$ cat src/rtl/output_link_tx_pkg.sv
// Shared NoC link types: VC count, flit format and the upstream per-VC transmit state.
package noc_params;

    localparam int VC_NUM  = 4;
    localparam int VC_SIZE = (VC_NUM > 1) ? $clog2(VC_NUM) : 1;

    typedef enum logic [1:0] {
        HEAD     = 2'd0,
        BODY     = 2'd1,
        TAIL     = 2'd2,
        HEADTAIL = 2'd3
    } flit_label_t;

    typedef struct packed {
        flit_label_t          label;
        logic [VC_SIZE-1:0]   vc_id;
        logic [15:0]          payload;
    } flit_t;

    typedef enum logic [1:0] {
        FREE   = 2'd0,
        ACTIVE = 2'd1,
        DRAIN  = 2'd2
    } vc_tx_state_t;

    function automatic logic is_head_label(input flit_label_t l);
        return (l == HEAD) || (l == HEADTAIL);
    endfunction

    function automatic logic is_tail_label(input flit_label_t l);
        return (l == TAIL) || (l == HEADTAIL);
    endfunction

endpackage

$ cat src/rtl/output_link_tx_tracker.sv
// Tracks one downstream VC: FREE/ACTIVE/DRAIN state, head-sent bit, on/off status
// and this VC's protocol-violation term for the current cycle.
module downstream_vc_tracker
    import noc_params::*;
#(
    parameter int ON_OFF_SYNC = 1
) (
    input  logic        clk,
    input  logic        rst,
    input  logic        grant,
    input  logic        send,
    input  flit_label_t label,
    input  logic        rel,
    input  logic        on_off,
    output logic        free,
    output logic        on,
    output logic        err
);

    vc_tx_state_t state_reg, state_next;
    vc_tx_state_t s1, s2;
    logic         head_reg, head_next;
    logic         on_int;

    generate
        if (ON_OFF_SYNC != 0) begin : g_on_sync
            logic on_reg;
            always_ff @(posedge clk or posedge rst) begin
                if (rst) on_reg <= 1'b1;
                else     on_reg <= on_off;
            end
            assign on_int = on_reg;
        end else begin : g_on_pass
            assign on_int = on_off;
        end
    endgenerate

    // Same-cycle events resolve in order: flit send, then release, then grant,
    // so HEADTAIL + release + regrant leaves the VC ACTIVE without error.
    always_comb begin
        state_next = state_reg;
        head_next  = head_reg;
        err        = 1'b0;
        s1         = state_reg;
        s2         = state_reg;
        if (state_reg != FREE && state_reg != ACTIVE && state_reg != DRAIN) begin
            state_next = FREE;
            head_next  = 1'b0;
            err        = 1'b1;
        end else begin
            if (send) begin
                if (state_reg != ACTIVE) begin
                    err = 1'b1;
                end else begin
                    if (is_head_label(label) == head_reg) err = 1'b1;
                    if (is_tail_label(label)) s1 = DRAIN;
                end
                if (!on_int) err = 1'b1;
            end
            s2 = s1;
            if (rel) begin
                if (s1 == DRAIN) s2 = FREE;
                else             err = 1'b1;
            end
            state_next = s2;
            if (grant) begin
                if (s2 == FREE) state_next = ACTIVE;
                else            err = 1'b1;
            end
            if (state_next != ACTIVE || (grant && s2 == FREE))
                head_next = 1'b0;
            else
                head_next = head_reg | (send & is_head_label(label));
        end
    end

    always_ff @(posedge clk or posedge rst) begin
        if (rst) begin
            state_reg <= FREE;
            head_reg  <= 1'b0;
        end else begin
            state_reg <= state_next;
            head_reg  <= head_next;
        end
    end

    assign free = (state_reg == FREE);
    assign on   = on_int;

endmodule

$ cat src/rtl/output_link_tx.sv
// Upstream end of an inter-router link: registers crossbar flits onto the link and
// tracks downstream VCs. Optional counters enabled by OUTPUT_LINK_TX_STATS_EN.
module output_link_tx
    import noc_params::*;
#(
    parameter int VC_NUM      = noc_params::VC_NUM,
    parameter int ON_OFF_SYNC = 1
) (
    input  logic               clk,
    input  logic               rst,
    input  flit_t              data_i,
    input  logic               valid_i,
    input  logic               alloc_valid_i,
    input  logic [VC_SIZE-1:0] alloc_vc_i,
    input  logic [VC_NUM-1:0]  on_off_i,
    input  logic [VC_NUM-1:0]  release_i,
    output flit_t              data_o,
    output logic               valid_o,
    output logic [VC_NUM-1:0]  vc_free_o,
    output logic [VC_NUM-1:0]  vc_on_o,
    output logic               error_o
`ifdef OUTPUT_LINK_TX_STATS_EN
    ,
    output logic [VC_NUM-1:0][15:0] flit_count_o,
    output logic [15:0]             packet_count_o
`endif
);

    flit_t             data_reg;
    logic              valid_reg;
    logic              error_reg;
    logic [VC_NUM-1:0] err_vec;
    logic [VC_NUM-1:0] send_vec;

    genvar gi;
    generate
        for (gi = 0; gi < VC_NUM; gi++) begin : g_vc
            logic grant;
            assign grant        = alloc_valid_i && (alloc_vc_i == VC_SIZE'(gi));
            assign send_vec[gi] = valid_i && (data_i.vc_id == VC_SIZE'(gi));

            downstream_vc_tracker #(
                .ON_OFF_SYNC (ON_OFF_SYNC)
            ) u_tracker (
                .clk    (clk),
                .rst    (rst),
                .grant  (grant),
                .send   (send_vec[gi]),
                .label  (data_i.label),
                .rel    (release_i[gi]),
                .on_off (on_off_i[gi]),
                .free   (vc_free_o[gi]),
                .on     (vc_on_o[gi]),
                .err    (err_vec[gi])
            );

`ifdef OUTPUT_LINK_TX_STATS_EN
            logic [15:0] flit_count_reg;
            always_ff @(posedge clk or posedge rst) begin
                if (rst)               flit_count_reg <= '0;
                else if (send_vec[gi]) flit_count_reg <= flit_count_reg + 16'd1;
            end
            assign flit_count_o[gi] = flit_count_reg;
`endif
        end
    endgenerate

    // Violating flits are still forwarded; only error_o reports them.
    always_ff @(posedge clk or posedge rst) begin
        if (rst) begin
            data_reg  <= '0;
            valid_reg <= 1'b0;
            error_reg <= 1'b0;
        end else begin
            valid_reg <= valid_i;
            if (valid_i) data_reg <= data_i;
            error_reg <= |err_vec;
        end
    end

`ifdef OUTPUT_LINK_TX_STATS_EN
    logic [15:0] packet_count_reg;
    always_ff @(posedge clk or posedge rst) begin
        if (rst)
            packet_count_reg <= '0;
        else if (valid_i && is_tail_label(data_i.label))
            packet_count_reg <= packet_count_reg + 16'd1;
    end
    assign packet_count_o = packet_count_reg;
`endif

    assign data_o  = data_reg;
    assign valid_o = valid_reg;
    assign error_o = error_reg;

endmodule

$ cat config.mk
export PLATFORM = sky130hd
export DESIGN_NAME = output_link_tx
export DESIGN_NICKNAME = d
export VERILOG_FILES = /design/src/rtl/output_link_tx_pkg.sv /design/src/rtl/output_link_tx_tracker.sv /design/src/rtl/output_link_tx.sv
export SDC_FILE = /design/constraint.sdc
export NUM_CORES = 1
export LEC_CHECK = 0
export ABC_CLOCK_PERIOD_IN_PS = 1800
export CORE_MARGIN = 3
export CORE_UTILIZATION = 31
export DETAILED_ROUTE_END_ITERATION = 7
export GPL_TIMING_DRIVEN = 0
export PLACE_DENSITY = 0.67
export REMOVE_ABC_BUFFERS = 1
export SLEW_MARGIN = 10
export SYNTH_ARGS = -nofsm -noshare
export SYNTH_HDL_FRONTEND = slang
export SYNTH_HIERARCHICAL = 1
export SYNTH_SLANG_ARGS = --single-unit
$ cat constraint.sdc
create_clock -name clk -period 1.8 [get_ports clk]
set_input_delay 0.18 -clock clk [delete_from_list [all_inputs] [get_ports clk]]
set_output_delay 0.18 -clock clk [all_outputs]
set_load 0.01 [all_outputs]
* Yosys cells after proc, flatten, opt, wreduce, memory -nomap -nowiden
Index checks and enable logic that the tools add are counted.
Operators by class: equality and inequality tests 28, multiplexer cells 88, bitwise gates (word level) 8, reductions and logical operators 42
Operator list (count):
- $mux W2 | 44
- $mux W1 | 44
- $logic_not A2 Y1 | 11
- $eq A2 B2 Y1 const B | 10
- $logic_and A1 B1 Y1 | 20
- $ne A2 B1 Y1 const B | 8
- $ne A2 B2 Y1 const B | 4
- $reduce_bool A2 Y1 | 4
- $logic_or A1 B1 Y1 | 6
- $and A1 B1 Y1 | 4
- $eq A1 B1 Y1 | 4
- $eq A2 B1 Y1 const B | 2
- $or A1 B1 Y1 | 4
- $reduce_or A4 Y1 | 1
Word-level totals: bits in registers 38, bits of input ports 34, output and inout port bits 30, logic and storage cells 183

* Longest topological paths before layout
depth in word-level cells 18, gate-level depth with buffers 7, mapped depth without buffers 6

* Hierarchy
The synthesis kept the hierarchy.
Modules (own cells, without submodules):
- output_link_tx | instances 1, cells an instance 55, area each 952.2 um^2, seq. area each 550.5 um^2
- downstream_vc_tracker at g_vc[1].u_tracker ... | instances 3, cells an instance 31, area each 284.0 um^2, seq. area each 101.3 um^2
- downstream_vc_tracker at g_vc[0].u_tracker | instances 1, cells an instance 26, area each 239.0 um^2, seq. area each 101.3 um^2

* Least setup slack after synthesis
Ideal clock, no wire load.
path kind in2reg, from input valid_i, to register error_reg (netlist: error_o), setup time 139 ps, data arrival time 1824 ps, data required time 1661 ps, slack -163 ps, cell stages on the path 7, path buffers 2, cell sequence buf_6 > buf_6 > nor3b_1 > o21ai_1 > a21o_1 > a221o_1 > or4_1
Between the ends: longest elaborated chain between the ends 12, elaborated cells on any way between the ends 57, those cells by class 4 x eq/ne; 44 x mux; 9 x reduce/logical
Ends and longest elaborated chain:
- start, declared | RTL line output_link_tx.sv:12 | input logic valid_i,
- $logic_and A1 B1 Y1 (*) | RTL line output_link_tx.sv:40 | assign send_vec[gi] = valid_i && (data_i.vc_id == VC_SIZE'(gi));
- named net send_vec[0] | RTL line output_link_tx.sv:33 | logic [VC_NUM-1:0] send_vec;
- $mux W2 | RTL line output_link_tx_tracker.sv:51 | if (send) begin
- $mux W2 | RTL line output_link_tx_tracker.sv:46 | if (state_reg != FREE && state_reg != ACTIVE && state_reg != DRAIN) begin
- $eq A2 B2 Y1 | RTL line output_link_tx_tracker.sv:62 | if (s1 == DRAIN) s2 = FREE;
- $mux W2 | RTL line output_link_tx_tracker.sv:62
- $mux W2 | RTL line output_link_tx_tracker.sv:61 | if (rel) begin
- $mux W2 | RTL line output_link_tx_tracker.sv:46
- $logic_not A2 Y1 | RTL line output_link_tx_tracker.sv:67 | if (s2 == FREE) state_next = ACTIVE;
- $mux W1 | RTL line output_link_tx_tracker.sv:67
- $mux W1 (*) | RTL line output_link_tx_tracker.sv:66 | if (grant) begin
- $mux W1 (*) | RTL line output_link_tx_tracker.sv:46
- named net err_vec[0] | RTL line output_link_tx.sv:32 | logic [VC_NUM-1:0] err_vec;
- $reduce_or A4 Y1 (*) | RTL line output_link_tx.sv:77 | error_reg <= |err_vec;
- end signal, assigned | RTL line output_link_tx.sv:77
- end, declared | RTL line output_link_tx.sv:31 | logic error_reg;
The timed path passes the listed nets; every way through them passes the cells marked *. The select of a mux whose other input is x is not followed. A chain may end at the register's enable or synchronous reset.

* Final worst setup path
from input alloc_vc_i[1], to register error_reg (netlist: error_o)
Between the ends: longest elaborated chain between the ends 5, elaborated cells on any way between the ends 17, those cells by class 3 x eq/ne; 8 x mux; 6 x reduce/logical
Ends and longest elaborated chain:
- start, declared | RTL line output_link_tx.sv:14 | input logic [VC_SIZE-1:0] alloc_vc_i,
- $eq A2 B1 Y1 | RTL line output_link_tx.sv:39 | assign grant = alloc_valid_i && (alloc_vc_i == VC_SIZE'(gi));
- $logic_and A1 B1 Y1 | RTL line output_link_tx.sv:39
- named net g_vc[1].grant | RTL line output_link_tx.sv:38 | logic grant;
- $mux W1 | RTL line output_link_tx_tracker.sv:66
- $mux W1 | RTL line output_link_tx_tracker.sv:46
- named net err_vec[1] | RTL line output_link_tx.sv:32
- $reduce_or A4 Y1 | RTL line output_link_tx.sv:77
The timed path passes the listed nets, and every way through them passes these cells.

==> impl_metrics.toml <==
[final_layout]
design.final.nets = 281
diodes = 0
fill_count = 601
layout.area.seq_um2 = 956
area.growth.synth_to_final_pct = 38.8
largest_reg_flops = 20
finish.utilization_pct = 46.0
multi_input_comb_area_um2 = 956
final_layout_size_suffix_gt1_share_pct = 18.3
finish.instance_area_um2 = 2840

[drt]
wire_per_inst_um = 13.7
drc_errors_left = 0
first_iter_violations = 42
drt_pass1_iterations = 4
routed_wl_um = 4310
viasPerCell = 4.63
route.vias.total = 1457
drtAntennaViolNets = 0

[sta]
max-slew-margin-rel_pct = 45.9
worst-slew-pin-transition_ns = 0.810
fin_worst_skew_ns = 0.00762
fin_setup_tns_ns = 0
finalHoldViolCount = 0
maxSlewViolCount = 0
post-route-min-period_ns = 1.71
final_min_period_over_clock_period_pct = 95.1
fmax_mhz = 584
grt_setup_unrepaired = "no"
timing.final.setup_violations = 0

[logic_synthesis]
postSynth.asyncResetShare_pct = 100
synth_cell_types = 30
synth.largest_area_cell = "sky130_fd_sc_hd__dfrtp_1"
synth-adder-area-share_pct = 6.37
syn-mean-instance-area_um2 = 11.7
synth-compound-area-share_pct = 8.51
post_synth_and_or_nand_nor_area_fraction_pct = 16.0
post-synth-top-count-cell = "sky130_fd_sc_hd__dfrtp_1"
number_of_warnings_issued_by_yosys = 6
yosys.area_share.xor_xnor_pct = 1.71
share_of_the_synthesized_area_in_the_top_cell_type_pct = 41.6
synth_flop_cell = "sky130_fd_sc_hd__dfrtp_1"
post_synth_inst_count = 174
synth_top_family_by_area = "simple AND/OR/NAND/NOR gates"
synth_seq_area_share_pct = 46.8
synth_edf_count = 0
yosys-top-cells-area = "sky130_fd_sc_hd__dfrtp_1, sky130_fd_sc_hd__mux2_4, sky130_fd_sc_hd__dfstp_2"
post_synth_most_frequent_cells = "sky130_fd_sc_hd__dfrtp_1, sky130_fd_sc_hd__inv_1, sky130_fd_sc_hd__mux2_4"
mappedNetlistArea_um2 = 2040
synth.area.mux_share_pct = 14.0
synth_seq_cells = 38

[critical_path]
critPathCaptureType = "flop"
critPathMaxFanout = 4
critical_path_required_ns = 1.96
setup.worst_path.class = "in2reg"
worst-endpoint-arrival_ns = 1.87
critPathLaunchType = "input pin"

[power_and_ir_drop]
power.ir.vdd_worst_mv = 0.449
p_per_area_nw_per_um2 = 912
totalPowerFinal_mw = 2.59
power.leakage_nw = 1.29

[place]
numPortBuffers = 63
gp_congestion = 0.777
detailedPlacementHpwl_um = 3250
placedInstanceArea_um2 = 2690

[cts]
tritoncts_clock_tree = "yes"
htree_levels = 2
clk_pin_slew_ns = 0.08
cts-hold-fix-buffers = 0
numClockSinks = 38
tritoncts.num_buffers = 5
insertion_delay_ns = 0.29
cts.root.buffer_cell = "sky130_fd_sc_hd__clkbuf_8"
clockBufferDepth = 2

[global_route]
grt-ovfl-total = 0
largest_net_degree_at_the_start_of_global_routing = 26
number_of_antenna_violations_at_the_first_check_in_global_routing = 0
number_of_global_route_vias_before_repair = 1512
grt_first_pass_wirelength_um = 7090
grt_use_total_pct = 11.8

[floorplan]
placementRows = 28
die_area_um2 = 7600
die_width_um = 87.2
starting_density_of_the_core_pct = 33.1
floorplan.core_area_um2 = 6170
fp.dieH_um = 87.2
io-pin-count = 64

[hold_path]
hold_path.class = "in2reg"

[run]
drv.max_cap_violation_count = 0

[run_status]
run_status = "finished clean"
[power breakdown]
part           internal (mW)  leakage (nW)  switching (mW)  total, mW
clock network          0.555        0.0683           0.312      0.868
logic                  0.411         0.766           0.271      0.682
registers              0.950         0.452          0.0878       1.04
total                   1.92          1.29           0.671       2.59
[metal layers]
layer  up-vias  share of wire [%]  global-route usage, %
li1        718                  -                      -
met1       693                 45                   14.4
met2        42                 47                   19.9
met3         4                7.0                   3.50
met4         0                1.1                   3.77
met5         -                  0                      0
[cells by family after synthesis]
family,Yosys count
mux,20
flops,38
xor+xnor,4
compound gates,26
simple gates,53
buf+inv,22
fa+ha+maj,11
[cell type report]
| type | instances | share of cell area, % |
|---|---|---|
| clock buffers | 5 | 2.43 |
| clock inverters | 3 | 2.43 |
| inverters | 16 | 2.12 |
| multi-input cells | 114 | 33.7 |
| flip-flops and latches | 38 | 33.7 |
| well taps | 75 | 3.31 |
| repair buffers | 64 | 22.3 |
[worst paths after layout]
| path | from | end | slack [ns] | cells past startpoint |
|---|---|---|---|---|
| hold reg to reg | data_o[5] | data_o[5] | 0.51 | 1 |
| setup / recovery | alloc_vc_i[1] | error_o | 0.09 | 6 |
| hold / removal | valid_i | valid_o | 0.14 | 1 |
| setup reg to reg | g_vc[0].u_tracker/state_reg[1] | error_o | 0.15 | 4 |
| max in group asynchronous | rst | data_o[2] | 0.73 | 2 |
| min in group asynchronous | rst | g_vc[2].u_tracker/state_reg[1] | 0.27 | 2 |
[cell usage in the layout, fill, tap and decap left out, types with 7 or more instances in the layout]
cell type	count
sky130_fd_sc_hd__a21oi_1	12
sky130_fd_sc_hd__clkdlybuf4s50_1	58
sky130_fd_sc_hd__dfrtp_1	34
sky130_fd_sc_hd__ha_1	8
sky130_fd_sc_hd__inv_1	16
sky130_fd_sc_hd__mux2_4	16
sky130_fd_sc_hd__nand2b_1	8
sky130_fd_sc_hd__nor2_1	10
sky130_fd_sc_hd__o21ai_0	7
[what timing repair did]
item / CTS / global route
buffers inserted: 1 / 0
endpoints found under the hold margin: 0 / 0
pin swaps: 1 / 0
endpoints found under the setup margin: 17 / 1
gates resized for setup: 15 / 3
[worst max-delay path: stages]
cell                              delay, ns
sky130_fd_sc_hd__clkdlybuf4s50_1       0.50
sky130_fd_sc_hd__and3b_1               0.20
sky130_fd_sc_hd__nor2b_1               0.15
sky130_fd_sc_hd__a21oi_1               0.18
sky130_fd_sc_hd__o311ai_2              0.12
sky130_fd_sc_hd__or4_1                 0.53
[per-stage QoR]
stage               hold slack, ns  cells  setup WS, ns
finish                       0.145    315        0.0875
global route                 0.133    315        0.0120
CTS                          0.211    315        0.0131
detailed placement           0.491    306         -1.58
global placement             0.490    306         -1.53
floorplan                  -0.0546    168        0.0903
Power figures use the tool's default switching activity.
